## config.mk

```make
export PLATFORM = sky130hd
export DESIGN_NAME = mul8_shift_add
export DESIGN_NICKNAME = d
export VERILOG_FILES = /design/src/rtl/mul8_pkg.sv /design/src/rtl/adder8bit.sv /design/src/rtl/mul8_shift_add.sv
export SDC_FILE = /design/constraint.sdc
export NUM_CORES = 1
export LEC_CHECK = 0
export CORE_ASPECT_RATIO = 1.75
export CORE_MARGIN = 2
export CORE_UTILIZATION = 29
export DETAILED_ROUTE_END_ITERATION = 12
export PLACE_DENSITY = 0.53
export SLEW_MARGIN = 15
export SYNTH_ARGS = -nofsm -noshare
export SYNTH_HDL_FRONTEND = slang
export SYNTH_HIERARCHICAL = 1
export SYNTH_SLANG_ARGS = --single-unit
```

## constraint.sdc

```tcl
create_clock -name clk -period 3.9 [get_ports clk]
set_input_delay 0.39 -clock clk [delete_from_list [all_inputs] [get_ports clk]]
set_output_delay 0.39 -clock clk [all_outputs]
set_load 0.01 [all_outputs]
```

## src/rtl/mul8_pkg.sv

```systemverilog
// Shared types and constants for the sequential shift-and-add multiplier.
// The operand width is fixed by the adder8bit datapath.
package mul8_pkg;

  typedef enum logic [1:0] {
    IDLE = 2'd0,
    CALC = 2'd1,
    DONE = 2'd2
  } mul_state_t;

  localparam int         OP_W      = 8;
  localparam int         PROD_W    = 16;
  localparam logic [2:0] LAST_STEP = 3'd7;

endpackage

```

## src/rtl/adder8bit.sv

```systemverilog
// 8-bit ripple-carry adder: the lab datapath adder reused by the multiplier.
module adder8bit (
  input  logic [7:0] A,
  input  logic [7:0] B,
  input  logic       Cin,
  output logic [7:0] Sum,
  output logic       Cout
);

  logic [8:0] carry_s;

  assign carry_s[0] = Cin;

  for (genvar i = 0; i < 8; i++) begin : g_fa
    assign Sum[i]       = A[i] ^ B[i] ^ carry_s[i];
    assign carry_s[i+1] = (A[i] & B[i]) | (carry_s[i] & (A[i] ^ B[i]));
  end

  assign Cout = carry_s[8];

endmodule

```

## src/rtl/mul8_shift_add.sv

```systemverilog
// Sequential 8x8 unsigned multiplier: one adder8bit step per cycle over
// eight cycles, with valid/ready handshakes on the operand and product sides.
module mul8_shift_add
  import mul8_pkg::*;
(
  input  logic                clk,
  input  logic                rst_n,
  input  logic                in_valid,
  output logic                in_ready,
  input  logic [OP_W-1:0]     a,
  input  logic [OP_W-1:0]     b,
  output logic                out_valid,
  input  logic                out_ready,
  output logic [PROD_W-1:0]   product
);

  mul_state_t        state_r;
  logic [OP_W-1:0]   m_r;
  logic [PROD_W-1:0] p_r;
  logic [2:0]        cnt_r;

  logic [OP_W-1:0]   addend_s;
  logic [OP_W-1:0]   sum_s;
  logic              cout_s;

  // Upper half of P is the accumulator; Q[0] selects whether M is added.
  assign addend_s = p_r[0] ? m_r : 8'h00;

  adder8bit u_adder (
    .A    (p_r[PROD_W-1:OP_W]),
    .B    (addend_s),
    .Cin  (1'b0),
    .Sum  (sum_s),
    .Cout (cout_s)
  );

  assign in_ready  = (state_r == IDLE);
  assign out_valid = (state_r == DONE);
  assign product   = p_r;

  // Handshake FSM and shift-and-add datapath registers.
  always_ff @(posedge clk or negedge rst_n) begin
    if (!rst_n) begin
      state_r <= IDLE;
      m_r     <= 8'h00;
      p_r     <= 16'h0000;
      cnt_r   <= 3'd0;
    end else begin
      case (state_r)
        IDLE: begin
          if (in_valid) begin
            m_r     <= a;
            p_r     <= {8'h00, b};
            cnt_r   <= 3'd0;
            state_r <= CALC;
          end else begin
            state_r <= IDLE;
          end
        end
        CALC: begin
          // The 17-bit {Cout, Sum, Q} shifted right keeps the carry in P.
          p_r   <= {cout_s, sum_s, p_r[OP_W-1:1]};
          cnt_r <= cnt_r + 3'd1;
          if (cnt_r == LAST_STEP) begin
            state_r <= DONE;
          end else begin
            state_r <= CALC;
          end
        end
        DONE: begin
          if (out_ready) begin
            state_r <= IDLE;
          end else begin
            state_r <= DONE;
          end
        end
        default: begin
          state_r <= IDLE;
        end
      endcase
    end
  end

endmodule
```

==> results.md, run 1 <==
## Status
- run status: complete, but fails checks
- violations in the final reports: DRC

## Global routing
- remaining global-route overflow: 0
- number of antenna violations at the first check in global routing: 0
- first-pass GRT wire length: 5510 um
- pin count of the biggest net entering global routing: 30
- overall track demand over capacity in global routing: 0.125
- via count of the first global-routing pass: 1,146

## Timing
- max_slew headroom: 0.451
- Hold WS: 489 ps
- Pins Over Slew Limit: 0
- Setup TNS Final: 0 ps
- total of endpoints with negative setup slack in the final report: 0
- skew final: 6.23 ps
- actual transition at the worst max-transition pin: 823 ps
- portion of the clock cycle consumed by the worst path in the final layout: 0.954
- RSZ-0062 raised after global routing: false
- Fmax: 0.269 GHz
- number of hold violations in the final report: 0
- post-layout minimum cycle time: 3720 ps

## Clock network
- number of buffers added by the clock tree synthesis step: 5
- latest clock arrival within the worst-skew pair: 280 ps
- clock tree sinks: 29
- number of buffers between clock root and the deepest sink: 2
- TritonCTS clock tree: built
- Clk pin slew, worst setup/hold paths: 60 ps
- hold bufs inserted after CTS: 0
- number of H-tree branching levels: 2
- CTS Root Cell: sky130_fd_sc_hd__clkbuf_8

## Finish
- Synth-to-Final Area Change: 32.5%
- antenna diode count: 0
- total number of nets in the final design: 195
- share of cells above drive strength 1: 0.133

## Floorplanning
- area of the placeable core: 5170 um2
- height of the chip: 100 um
- effective utilization at floorplan: 0.297
- full die area: 5910 um2
- boundary pin count: 38
- width of the chip: 59.0 um
- Site Rows: 35

## Job
- max capacitance violation total: 0

## Synth
- number of library cell types mapped by synthesis: 24
- count of warnings emitted by yosys: 6
- number of register bits inferred by synthesis: 29
- post-synth net total: 156
- area of the mapped netlist: 1530 um2
- async set-reset flop share out of synthesis: 1.00
- count of flip-flops with a built-in enable after synthesis: 0
- register area share after synthesis: 0.473
- most common flop cell mapped by yosys: sky130_fd_sc_hd__dfrtp_1
- number of instances in the synthesized netlist: 126
- average instance area after synthesis: 12.2 um2

## Worst setup path
- crit-path most repeated cell: sky130_fd_sc_hd__fa_1
- FF-to-FF End: product[14]$_DFFE_PN0P_
- Crit path required time: 4110 ps
- critical path class: reg -> reg
- endpoint of the worst setup timing path: product[14]$_DFFE_PN0P_
- Stages on worst setup path: 14
- cell chain of the critical path: and2_1 -> fa_1 -> inv_1 -> fa_1 -> inv_1 -> fa_1 -> fa_2 -> fa_2 -> fa_2 -> fa_1 -> inv_1 -> fa_1 -> inv_1 -> a22o_1
- startpoint types: register
- worst reg2reg setup slack: 180 ps
- Critical Path Fanout Max: 2
- length in cells of the worst reg-to-reg path: 14
- r2r startpoint: m_r[0]$_DFFE_PN0P_
- cell with the largest stage delay on the worst path: sky130_fd_sc_hd__fa_1
- Critical Path Start: m_r[0]$_DFFE_PN0P_
- delay contributed by the slowest stage of the critical path: 400 ps
- endpoint type of the worst setup path: register
- number of buffer and inverter stages on the critical path: 4
- gate family responsible for the most delay along the worst path: adder cells
- worst endpoint data arrival time: 3930 ps

## Route
- drt via density: 4.87
- drt pass-1 iters: 8
- number of remaining DRC errors: 5
- drt total wl: 3220 um
- count of nets left with antenna violations after detail routing: 0
- number of DRC markers in iteration 0: 59
- vias after detailed routing: 1,071
- wire length per cell: 14.7 um

## Place
- IO Port Bufs: 37
- Final Wtd Congestion: 0.717
- DPL Wire Length: 2290 um

## Power
- static leakage: 0.000882 uW
- total power density per cell area: 832 nW/um2
- worst IR drop on VDD: 354 uV

## Worst hold path
- worst min-delay path category: in -> async

## worst register-to-register path, stage by stage (launching register included)
cell and delay, ps:
sky130_fd_sc_hd__dfrtp_1 380, sky130_fd_sc_hd__and2_1 170, sky130_fd_sc_hd__fa_1 380, sky130_fd_sc_hd__inv_1 70, sky130_fd_sc_hd__fa_1 150, sky130_fd_sc_hd__inv_1 40, sky130_fd_sc_hd__fa_1 370, sky130_fd_sc_hd__fa_2 350
sky130_fd_sc_hd__fa_2 360, sky130_fd_sc_hd__fa_2 350, sky130_fd_sc_hd__fa_1 370, sky130_fd_sc_hd__inv_1 80, sky130_fd_sc_hd__fa_1 400, sky130_fd_sc_hd__inv_1 60, sky130_fd_sc_hd__a22o_1 120
## cell families after synthesis
| kind of cell | after synthesis | share of synthesized area |
|---|---|---|
| AO/OA/AOI/OAI | 21 | 0.114 |
| adder cells (fa/ha/maj) | 10 | 0.121 |
| buffers and inverters | 27 | 0.0807 |
| flip-flops | 29 | 0.473 |
| multiplexers | 9 | 0.0661 |
| other | 1 | 0.00244 |
| AND/OR/NAND/NOR | 29 | 0.143 |
## where the power goes
group | switching (uW) | total (uW) | internal [uW]
Clock | 108 | 248 | 140
Combinational | 358 | 852 | 494
Sequential | 138 | 593 | 455
Total | 604 | 1690 | 1090
## state kept, by name, summed over array words and instances, names as in the netlist
signal   count
cnt_r        3
state_r      2
m_r          8
product     16
## cells in the mapped netlist (7+ instances only)
library cell | n | area (um2)
sky130_fd_sc_hd__a211oi_1 | 7 | 52.6
sky130_fd_sc_hd__a22o_1 | 11 | 96.3
sky130_fd_sc_hd__and2_1 | 8 | 50.1
sky130_fd_sc_hd__dfrtp_1 | 29 | 726
sky130_fd_sc_hd__fa_1 | 8 | 160
sky130_fd_sc_hd__inv_1 | 20 | 75.1
sky130_fd_sc_hd__mux2_2 | 9 | 101
sky130_fd_sc_hd__nor3b_1 | 7 | 52.6
sky130_fd_sc_hd__nor4b_1 | 7 | 61.3
## worst min path at each step
stage,endpoint,from,cells after the start
final,product[2]$_DFFE_PN0P_,rst_n,2
after global routing,m_r[7]$_DFFE_PN0P_,m_r[7]$_DFFE_PN0P_,1
after CTS,product[2]$_DFFE_PN0P_,rst_n,2
after detailed placement,m_r[7]$_DFFE_PN0P_,m_r[7]$_DFFE_PN0P_,1
after global placement,m_r[0]$_DFFE_PN0P_,m_r[0]$_DFFE_PN0P_,1
after floorplan,cnt_r[0]$_DFFE_PN0P_,rst_n,0
## layer usage
layer | part of all wire | global-route usage | routed length (um)
met5 | 0 | 0 | 0
met3 | 0.060 | 0.0322 | 195
met2 | 0.50 | 0.209 | 1620
met4 | 0.018 | 0.0472 | 59
met1 | 0.42 | 0.151 | 1350
## area by class of cell
cell class	instances	area [um2]
Fill cell	551	3130
Sequential cell	29	726
Clock buffer	7	86.3
Tap cell	55	68.8
Multi-Input combinational cell	70	692
Inverter	20	75.1
Timing Repair Buffer	39	385
## per-stage QoR
| stage | total power, uW | utilization | std cells | cell area (um2) | worst slack, ps |
|---|---|---|---|---|---|
| after global routing | 1870 | 0.393 | 220 | 2030 | 35.7 |
| after detailed placement | 1460 | 0.375 | 213 | 1940 | 47.2 |
| final | 1690 | 0.393 | 220 | 2030 | 179 |
| after global placement | 1430 | 0.375 | 213 | 1940 | 128 |
| after CTS | 1720 | 0.392 | 220 | 2030 | 27.0 |
| after floorplan | 1150 | - | 126 | 1530 | 98.7 |
## cells in the final DEF (no fill, tap or decap)
cell type | synthesis | final
sky130_fd_sc_hd__and2_1 | 8 | 8
sky130_fd_sc_hd__a211oi_1 | 7 | 7
sky130_fd_sc_hd__o21bai_2 | 1 | 1
sky130_fd_sc_hd__nor2_1 | 1 | 1
sky130_fd_sc_hd__clkdlybuf4s50_1 | 0 | 37
sky130_fd_sc_hd__and2b_1 | 1 | 1
sky130_fd_sc_hd__nor4b_1 | 7 | 7
sky130_fd_sc_hd__clkbuf_8 | 0 | 6
sky130_fd_sc_hd__nand2b_1 | 2 | 2
sky130_fd_sc_hd__ha_1 | 2 | 2
sky130_fd_sc_hd__clkbuf_1 | 1 | 1
sky130_fd_sc_hd__fa_1 | 8 | 5
sky130_fd_sc_hd__buf_4 | 1 | 2
sky130_fd_sc_hd__fa_2 | 0 | 3
sky130_fd_sc_hd__a222oi_1 | 1 | 1
sky130_fd_sc_hd__nor2b_1 | 2 | 2
sky130_fd_sc_hd__inv_1 | 20 | 20
sky130_fd_sc_hd__dfrtp_1 | 29 | 29
sky130_fd_sc_hd__conb_1 | 1 | 1
sky130_fd_sc_hd__a22o_1 | 11 | 11
sky130_fd_sc_hd__nor3b_4 | 1 | 1
sky130_fd_sc_hd__nor3b_1 | 7 | 7
sky130_fd_sc_hd__a21oi_1 | 1 | 1
sky130_fd_sc_hd__mux2_2 | 9 | 9
## what timing repair did
action                     4_1_cts  5_1_grt
resized for setup                0        3
setup buffers                    0        0
setup endpoints to repair        0        1
No activity file was read; power rests on OpenSTA's default activity.
==> run 2, diff against run 1 <==
CAP_MARGIN = 40   (was default)
SKIP_CTS_REPAIR_TIMING = 1   (was default)
clock period = 3 ns   (was 3.9 ns; I/O delays follow)
==> run 2 against run 1 <==
The flow finishes with violations (DRC, setup timing); clock skew is 4.4 ps lower; sequential cell count stayed put; worst hold slack worse by 77 ps; via count is 2.2% higher; first-iteration DRC count is 8.5% higher; wire length is 1.7% lower; maximum frequency is 3.9% higher; count of clock-buffer cells in the layout stayed put; total power is 37% higher; cell count is 1.8% higher.
==> results.md, run 2 (synthesis gave the netlist of run 1 again) <==
## Worst setup path
- cell chain of the critical path: and2_4 -> fa_2 -> inv_2 -> fa_2 -> inv_2 -> fa_2 -> fa_2 -> fa_2 -> fa_2 -> fa_2 -> inv_2 -> fa_1 -> inv_1 -> a22o_1
- Crit path required time: 3220 ps
- length in cells of the worst reg-to-reg path: 14
- Critical Path Start: product[0]$_DFFE_PN0P_
- Critical Path Fanout Max: 2
- critical path class: reg -> reg
- worst reg2reg setup slack: -580 ps
- r2r startpoint: product[0]$_DFFE_PN0P_
- number of buffer and inverter stages on the critical path: 4
- startpoint types: register
- delay contributed by the slowest stage of the critical path: 410 ps
- cell with the largest stage delay on the worst path: sky130_fd_sc_hd__fa_1
- crit-path most repeated cell: sky130_fd_sc_hd__fa_2
- gate family responsible for the most delay along the worst path: adder cells
- endpoint of the worst setup timing path: product[14]$_DFFE_PN0P_
- worst endpoint data arrival time: 3800 ps
- endpoint type of the worst setup path: register
- FF-to-FF End: product[14]$_DFFE_PN0P_
- Stages on worst setup path: 14

## Route
- number of DRC markers in iteration 0: 64
- drt pass-1 iters: 8
- drt total wl: 3170 um
- number of remaining DRC errors: 4
- wire length per cell: 14.2 um
- drt via density: 4.89
- count of nets left with antenna violations after detail routing: 0
- vias after detailed routing: 1,095

## Timing
- skew final: 1.78 ps
- max_slew headroom: 0.466
- RSZ-0062 raised after global routing: true
- Pins Over Slew Limit: 0
- portion of the clock cycle consumed by the worst path in the final layout: 1.19
- number of hold violations in the final report: 0
- Hold WS: 412 ps
- total of endpoints with negative setup slack in the final report: 3
- actual transition at the worst max-transition pin: 800 ps
- Fmax: 0.279 GHz
- post-layout minimum cycle time: 3580 ps
- setup ws final: -582 ps

## Power
- worst IR drop on VDD: 495 uV
- static leakage: 0.000901 uW
- total power density per cell area: 1110 nW/um2
- Pwr Total: 2310 uW

## Floorplanning
- full die area: 5910 um2
- Site Rows: 35
- height of the chip: 100 um
- area of the placeable core: 5170 um2
- width of the chip: 59.0 um
- boundary pin count: 38
- effective utilization at floorplan: 0.297

## Global routing
- pin count of the biggest net entering global routing: 30
- first-pass GRT wire length: 5210 um
- via count of the first global-routing pass: 1,113
- remaining global-route overflow: 0
- overall track demand over capacity in global routing: 0.116
- number of antenna violations at the first check in global routing: 0

## Finish
- total number of nets in the final design: 198
- antenna diode count: 0
- share of cells above drive strength 1: 0.213
- number of cells in the finished layout apart from fillers: 224
- Synth-to-Final Area Change: 35.9%
- final design area excluding fillers: 2080 um2
- top library cells by usage in the layout, fill and taps aside: 37 x sky130_fd_sc_hd__clkdlybuf4s50_1, 28 x sky130_fd_sc_hd__dfrtp_1, 17 x sky130_fd_sc_hd__inv_1
- leading cell type in the layout, fill and taps excluded: sky130_fd_sc_hd__clkdlybuf4s50_1
- number of flip-flops in the largest register: 16

## Place
- pre-CTS setup slack: -732 ps
- number of placed instances, taps included: 216
- IO Port Bufs: 37
- Cell Area, Placed: 1980 um2
- Final Wtd Congestion: 0.740
- DPL Wire Length: 2220 um

## Status
- run status: complete, but fails checks
- violations in the final reports: DRC, setup timing

## Clock network
- number of buffers added by the clock tree synthesis step: 5
- TritonCTS clock tree: built
- latest clock arrival within the worst-skew pair: 280 ps
- CTS Root Cell: sky130_fd_sc_hd__clkbuf_8
- clock tree sinks: 29
- Clk pin slew, worst setup/hold paths: 60 ps
- number of H-tree branching levels: 2
- number of buffers between clock root and the deepest sink: 2

## Worst hold path
- worst min-delay path category: in -> async

## Job
- max capacitance violation total: 0

## run 2: changes by cell type in the layout (fill, tap and decap cells not counted), moves of 3 or more
| cell | before | now |
|---|---|---|
| sky130_fd_sc_hd__fa_1 | 5 | 1 |
| sky130_fd_sc_hd__fa_2 | 3 | 7 |
| sky130_fd_sc_hd__buf_4 | 2 | 5 |
| sky130_fd_sc_hd__inv_1 | 20 | 17 |
| sky130_fd_sc_hd__inv_2 | 0 | 3 |
## run 2: how the worst min path moves through the flow
stage	startpoint	endpoint	slack (ps)	cells past startpoint
after floorplan	rst_n	cnt_r[0]$_DFFE_PN0P_	4	0
after global placement	m_r[6]$_DFFE_PN0P_	m_r[6]$_DFFE_PN0P_	490	1
after detailed placement	m_r[5]$_DFFE_PN0P_	m_r[5]$_DFFE_PN0P_	490	1
after CTS	rst_n	product[2]$_DFFE_PN0P_	420	2
after global routing	rst_n	product[2]$_DFFE_PN0P_	440	2
final	rst_n	product[2]$_DFFE_PN0P_	410	2
## run 2: area by class of cell
type	instances	area [um2]
inverters	20	75.1
clock inverters	1	5.00
flip-flops and latches	29	727
clock buffers	7	96.3
fillers	518	3080
multi-input cells	70	704
well taps	55	68.8
repair buffers	42	408
## run 2: worst register-to-register path: cells and delay by family, from the launching register on
| family | cells | cell delay (ps) |
|---|---|---|
| DFF | 1 | 400 |
| and+or+nand+nor | 1 | 160 |
| adders and majority gates | 8 | 2640 |
| buffers and inverters | 4 | 210 |
| AOI/OAI and AO/OA | 1 | 120 |
## run 2: power by group
part	switching [uW]	internal [uW]	leakage [uW]
registers	174	592	0.000342
clock network	148	207	0.0000542
logic	499	692	0.000505
total	821	1490	0.000901
## run 2: layer usage
layer | vias up | share of wire | global-route usage
met3 | 7 | 0.083 | 0.0425
met4 | 0 | 0.016 | 0.0524
met1 | 539 | 0.42 | 0.139
li1 | 510 | - | -
met2 | 39 | 0.48 | 0.183
met5 | - | 0 | 0
## run 2: metrics by stage
| stage | setup TNS (ps) | utilization |
|---|---|---|
| after floorplan | -1350 | - |
| after global placement | -1610 | 0.384 |
| after detailed placement | -1770 | 0.384 |
| after CTS | -1780 | 0.403 |
| after global routing | -1510 | 0.403 |
| final | -1280 | 0.403 |
==> run 3, diff against run 2 <==
CAP_MARGIN = 10   (was 40)
SYNTH_HIERARCHICAL = default   (was 1)
==> run 3 against run 2 <==
Synthesized cell count fell by 0.79%; die area down 6.2%; total power is 7.6% lower; sequential power fell by 2%; clock power fell by 19%; global-route usage grew 1.3 points; the run ends with setup timing left; critical endpoint unchanged; critical path type unchanged.
==> results.md, run 3 <==
## Status
- run status: complete, but fails checks
- violations in the final reports: setup timing

## Worst setup path
- Critical Path Fanout Max: 4
- startpoint types: register
- r2r startpoint: product[0]$_DFFE_PN0P_
- worst endpoint data arrival time: 3370 ps
- endpoint type of the worst setup path: register
- delay contributed by the slowest stage of the critical path: 470 ps
- worst reg2reg setup slack: -230 ps
- crit-path most repeated cell: sky130_fd_sc_hd__fa_2
- length in cells of the worst reg-to-reg path: 13
- critical path class: reg -> reg
- FF-to-FF End: product[14]$_DFFE_PN0P_
- cell chain of the critical path: and2_4 -> ha_4 -> fa_2 -> inv_2 -> fa_2 -> fa_2 -> fa_2 -> fa_2 -> inv_2 -> fa_1 -> inv_1 -> fa_1 -> o21ai_0
- Crit path required time: 3140 ps
- cell with the largest stage delay on the worst path: sky130_fd_sc_hd__fa_1

## Synth
- area of the mapped netlist: 1430 um2
- post-synthesis mux area share: 0.0628
- adder-cell area share of the yosys netlist: 0.124
- register area share after synthesis: 0.506
- count of flip-flops with a built-in enable after synthesis: 0
- largest cells by area after synthesis: sky130_fd_sc_hd__dfrtp_1 51%, sky130_fd_sc_hd__fa_1 9.8%, sky130_fd_sc_hd__o22ai_1 7.0%
- top cell type by total area after synthesis: sky130_fd_sc_hd__dfrtp_1
- number of library cell types mapped by synthesis: 24
- Compound-Gate Fraction of Synth Area: 0.161
- most common flop cell mapped by yosys: sky130_fd_sc_hd__dfrtp_1
- number of instances in the synthesized netlist: 125
- Synth top cells by count: 29 x sky130_fd_sc_hd__dfrtp_1, 16 x sky130_fd_sc_hd__o22ai_1, 13 x sky130_fd_sc_hd__nand2_1, 9 x sky130_fd_sc_hd__a21oi_1
- async set-reset flop share out of synthesis: 1.00
- xor-xnor portion of the synthesized cell area: 0
- simple logic cell fraction of the synthesized area: 0.0881
- top cell type's share of synthesized area: 0.506
- dominant combinational cell family by area after synthesis: compound AO/OA/AOI/OAI gates
- count of warnings emitted by yosys: 0
- average instance area after synthesis: 11.5 um2
- number of register bits inferred by synthesis: 29
- post-synth net total: 155
- library cell with the highest instance count after synthesis: sky130_fd_sc_hd__dfrtp_1

## Floorplanning
- effective utilization at floorplan: 0.305
- boundary pin count: 38
- Site Rows: 33
- height of the chip: 97.0 um
- area of the placeable core: 4710 um2
- full die area: 5550 um2
- width of the chip: 57.2 um

## Global routing
- number of antenna violations at the first check in global routing: 0
- pin count of the biggest net entering global routing: 30
- remaining global-route overflow: 0
- via count of the first global-routing pass: 1,099
- first-pass GRT wire length: 5420 um
- overall track demand over capacity in global routing: 0.129

## Route
- number of remaining DRC errors: 0
- wire length per cell: 15.0 um
- number of DRC markers in iteration 0: 33
- drt pass-1 iters: 4
- count of nets left with antenna violations after detail routing: 0
- drt total wl: 3310 um
- drt via density: 5.01
- vias after detailed routing: 1,102

## Place
- IO Port Bufs: 37
- Final Wtd Congestion: 0.799
- number of placed instances, taps included: 213
- DPL Wire Length: 2440 um

## Finish
- number of flip-flops in the largest register: 16
- share of cells above drive strength 1: 0.185
- antenna diode count: 0
- leading cell type in the layout, fill and taps excluded: sky130_fd_sc_hd__clkdlybuf4s50_1
- top library cells by usage in the layout, fill and taps aside: 37 x sky130_fd_sc_hd__clkdlybuf4s50_1, 29 x sky130_fd_sc_hd__dfrtp_1, 16 x sky130_fd_sc_hd__o22ai_1
- filler cell count in the final layout: 475
- area occupied by multi-input gates: 652 um2
- storage element area: 726 um2
- Layout Utilization: 0.418
- number of cells in the finished layout apart from fillers: 220
- total number of nets in the final design: 199
- Synth-to-Final Area Change: 37.3%

## Worst hold path
- worst min-delay path category: in -> async

## Timing
- Fmax: 0.310 GHz
- max_slew headroom: 0.422
- total of endpoints with negative setup slack in the final report: 3
- actual transition at the worst max-transition pin: 864 ps
- Setup TNS Final: -425 ps
- RSZ-0062 raised after global routing: true
- Pins Over Slew Limit: 0
- skew final: 5.79 ps
- setup ws final: -227 ps
- portion of the clock cycle consumed by the worst path in the final layout: 1.08
- post-layout minimum cycle time: 3230 ps
- number of hold violations in the final report: 0

## Clock network
- Clk pin slew, worst setup/hold paths: 60 ps
- clock tree sinks: 29
- CTS Root Cell: sky130_fd_sc_hd__clkbuf_8
- number of H-tree branching levels: 2
- number of buffers added by the clock tree synthesis step: 5
- latest clock arrival within the worst-skew pair: 280 ps
- number of buffers between clock root and the deepest sink: 2
- TritonCTS clock tree: built

## Power
- worst IR drop on VDD: 580 uV
- total power density per cell area: 1080 nW/um2
- static leakage: 0.000808 uW

## Job
- max capacitance violation total: 0

==> run 3: cell count changes after synthesis, moves of 5 or more <==
cell / change
sky130_fd_sc_hd__a211oi_1: -7
sky130_fd_sc_hd__a21oi_1: +8
sky130_fd_sc_hd__a22o_1: -7
sky130_fd_sc_hd__and2_1: -5
sky130_fd_sc_hd__inv_1: -12
sky130_fd_sc_hd__nand2_1: +13
sky130_fd_sc_hd__nor3b_1: -7
sky130_fd_sc_hd__nor4b_1: -7
sky130_fd_sc_hd__o21ai_0: +7
sky130_fd_sc_hd__o22ai_1: +16
==> run 3: worst max path at each step <==
stage	from	to	slack [ps]	cells past startpoint
floorplan	product[0]$_DFFE_PN0P_	product[14]$_DFFE_PN0P_	-260	14
global placement	product[0]$_DFFE_PN0P_	product[14]$_DFFE_PN0P_	-150	13
detailed placement	product[0]$_DFFE_PN0P_	product[14]$_DFFE_PN0P_	-250	13
CTS	product[0]$_DFFE_PN0P_	product[14]$_DFFE_PN0P_	-250	13
global route	product[0]$_DFFE_PN0P_	product[14]$_DFFE_PN0P_	-350	13
finish	product[0]$_DFFE_PN0P_	product[14]$_DFFE_PN0P_	-230	13
==> run 3: kinds of logic after synthesis <==
logic type,after synthesis
AOI/OAI and AO/OA,38
DFF,29
and+or+nand+nor,24
buffers and inverters,16
adders and majority gates,10
muxes,8
==> run 3: cell type report <==
type	count	area share
timing repair buffer	43	0.211
clock inverter	1	0.00254
multi-input combinational	80	0.331
sequential	29	0.368
clock buffer	5	0.0349
inverter	10	0.0191
tap	52	0.0330
==> run 3: critical path: cells and delay by family (launching register included) <==
kind,cells,cell delay (ps)
flip-flops,1,380
adder cells (fa/ha/maj),8,2300
AND/OR/NAND/NOR,1,170
buffers and inverters,3,150
AO/OA/AOI/OAI,1,80
==> run 3: per-stage QoR <==
step	power [uW]	instance area, um2	worst slack [ps]	hold WS [ps]
2_1_floorplan	1420	1470	-264	4.41
3_3_place_gp	1820	1890	-149	484
3_5_place_dp	1860	1890	-246	497
4_1_cts	2170	1960	-248	419
5_1_grt	2340	1970	-346	444
6_report	2140	1970	-227	405
==> run 3: power breakdown <==
part | total (uW) | internal [uW] | switching [uW] | leakage [uW]
sequential | 752 | 588 | 164 | 0.000343
combinational | 1090 | 592 | 503 | 0.000426
clock | 289 | 152 | 137 | 0.0000399
==> run 3: routing by layer <==
metal | up-vias | share of wire | GRT usage
met5 | - | 0 | 0
met4 | 0 | 0.019 | 0.0537
met3 | 6 | 0.048 | 0.0414
met2 | 32 | 0.55 | 0.213
met1 | 544 | 0.39 | 0.152
li1 | 520 | - | -
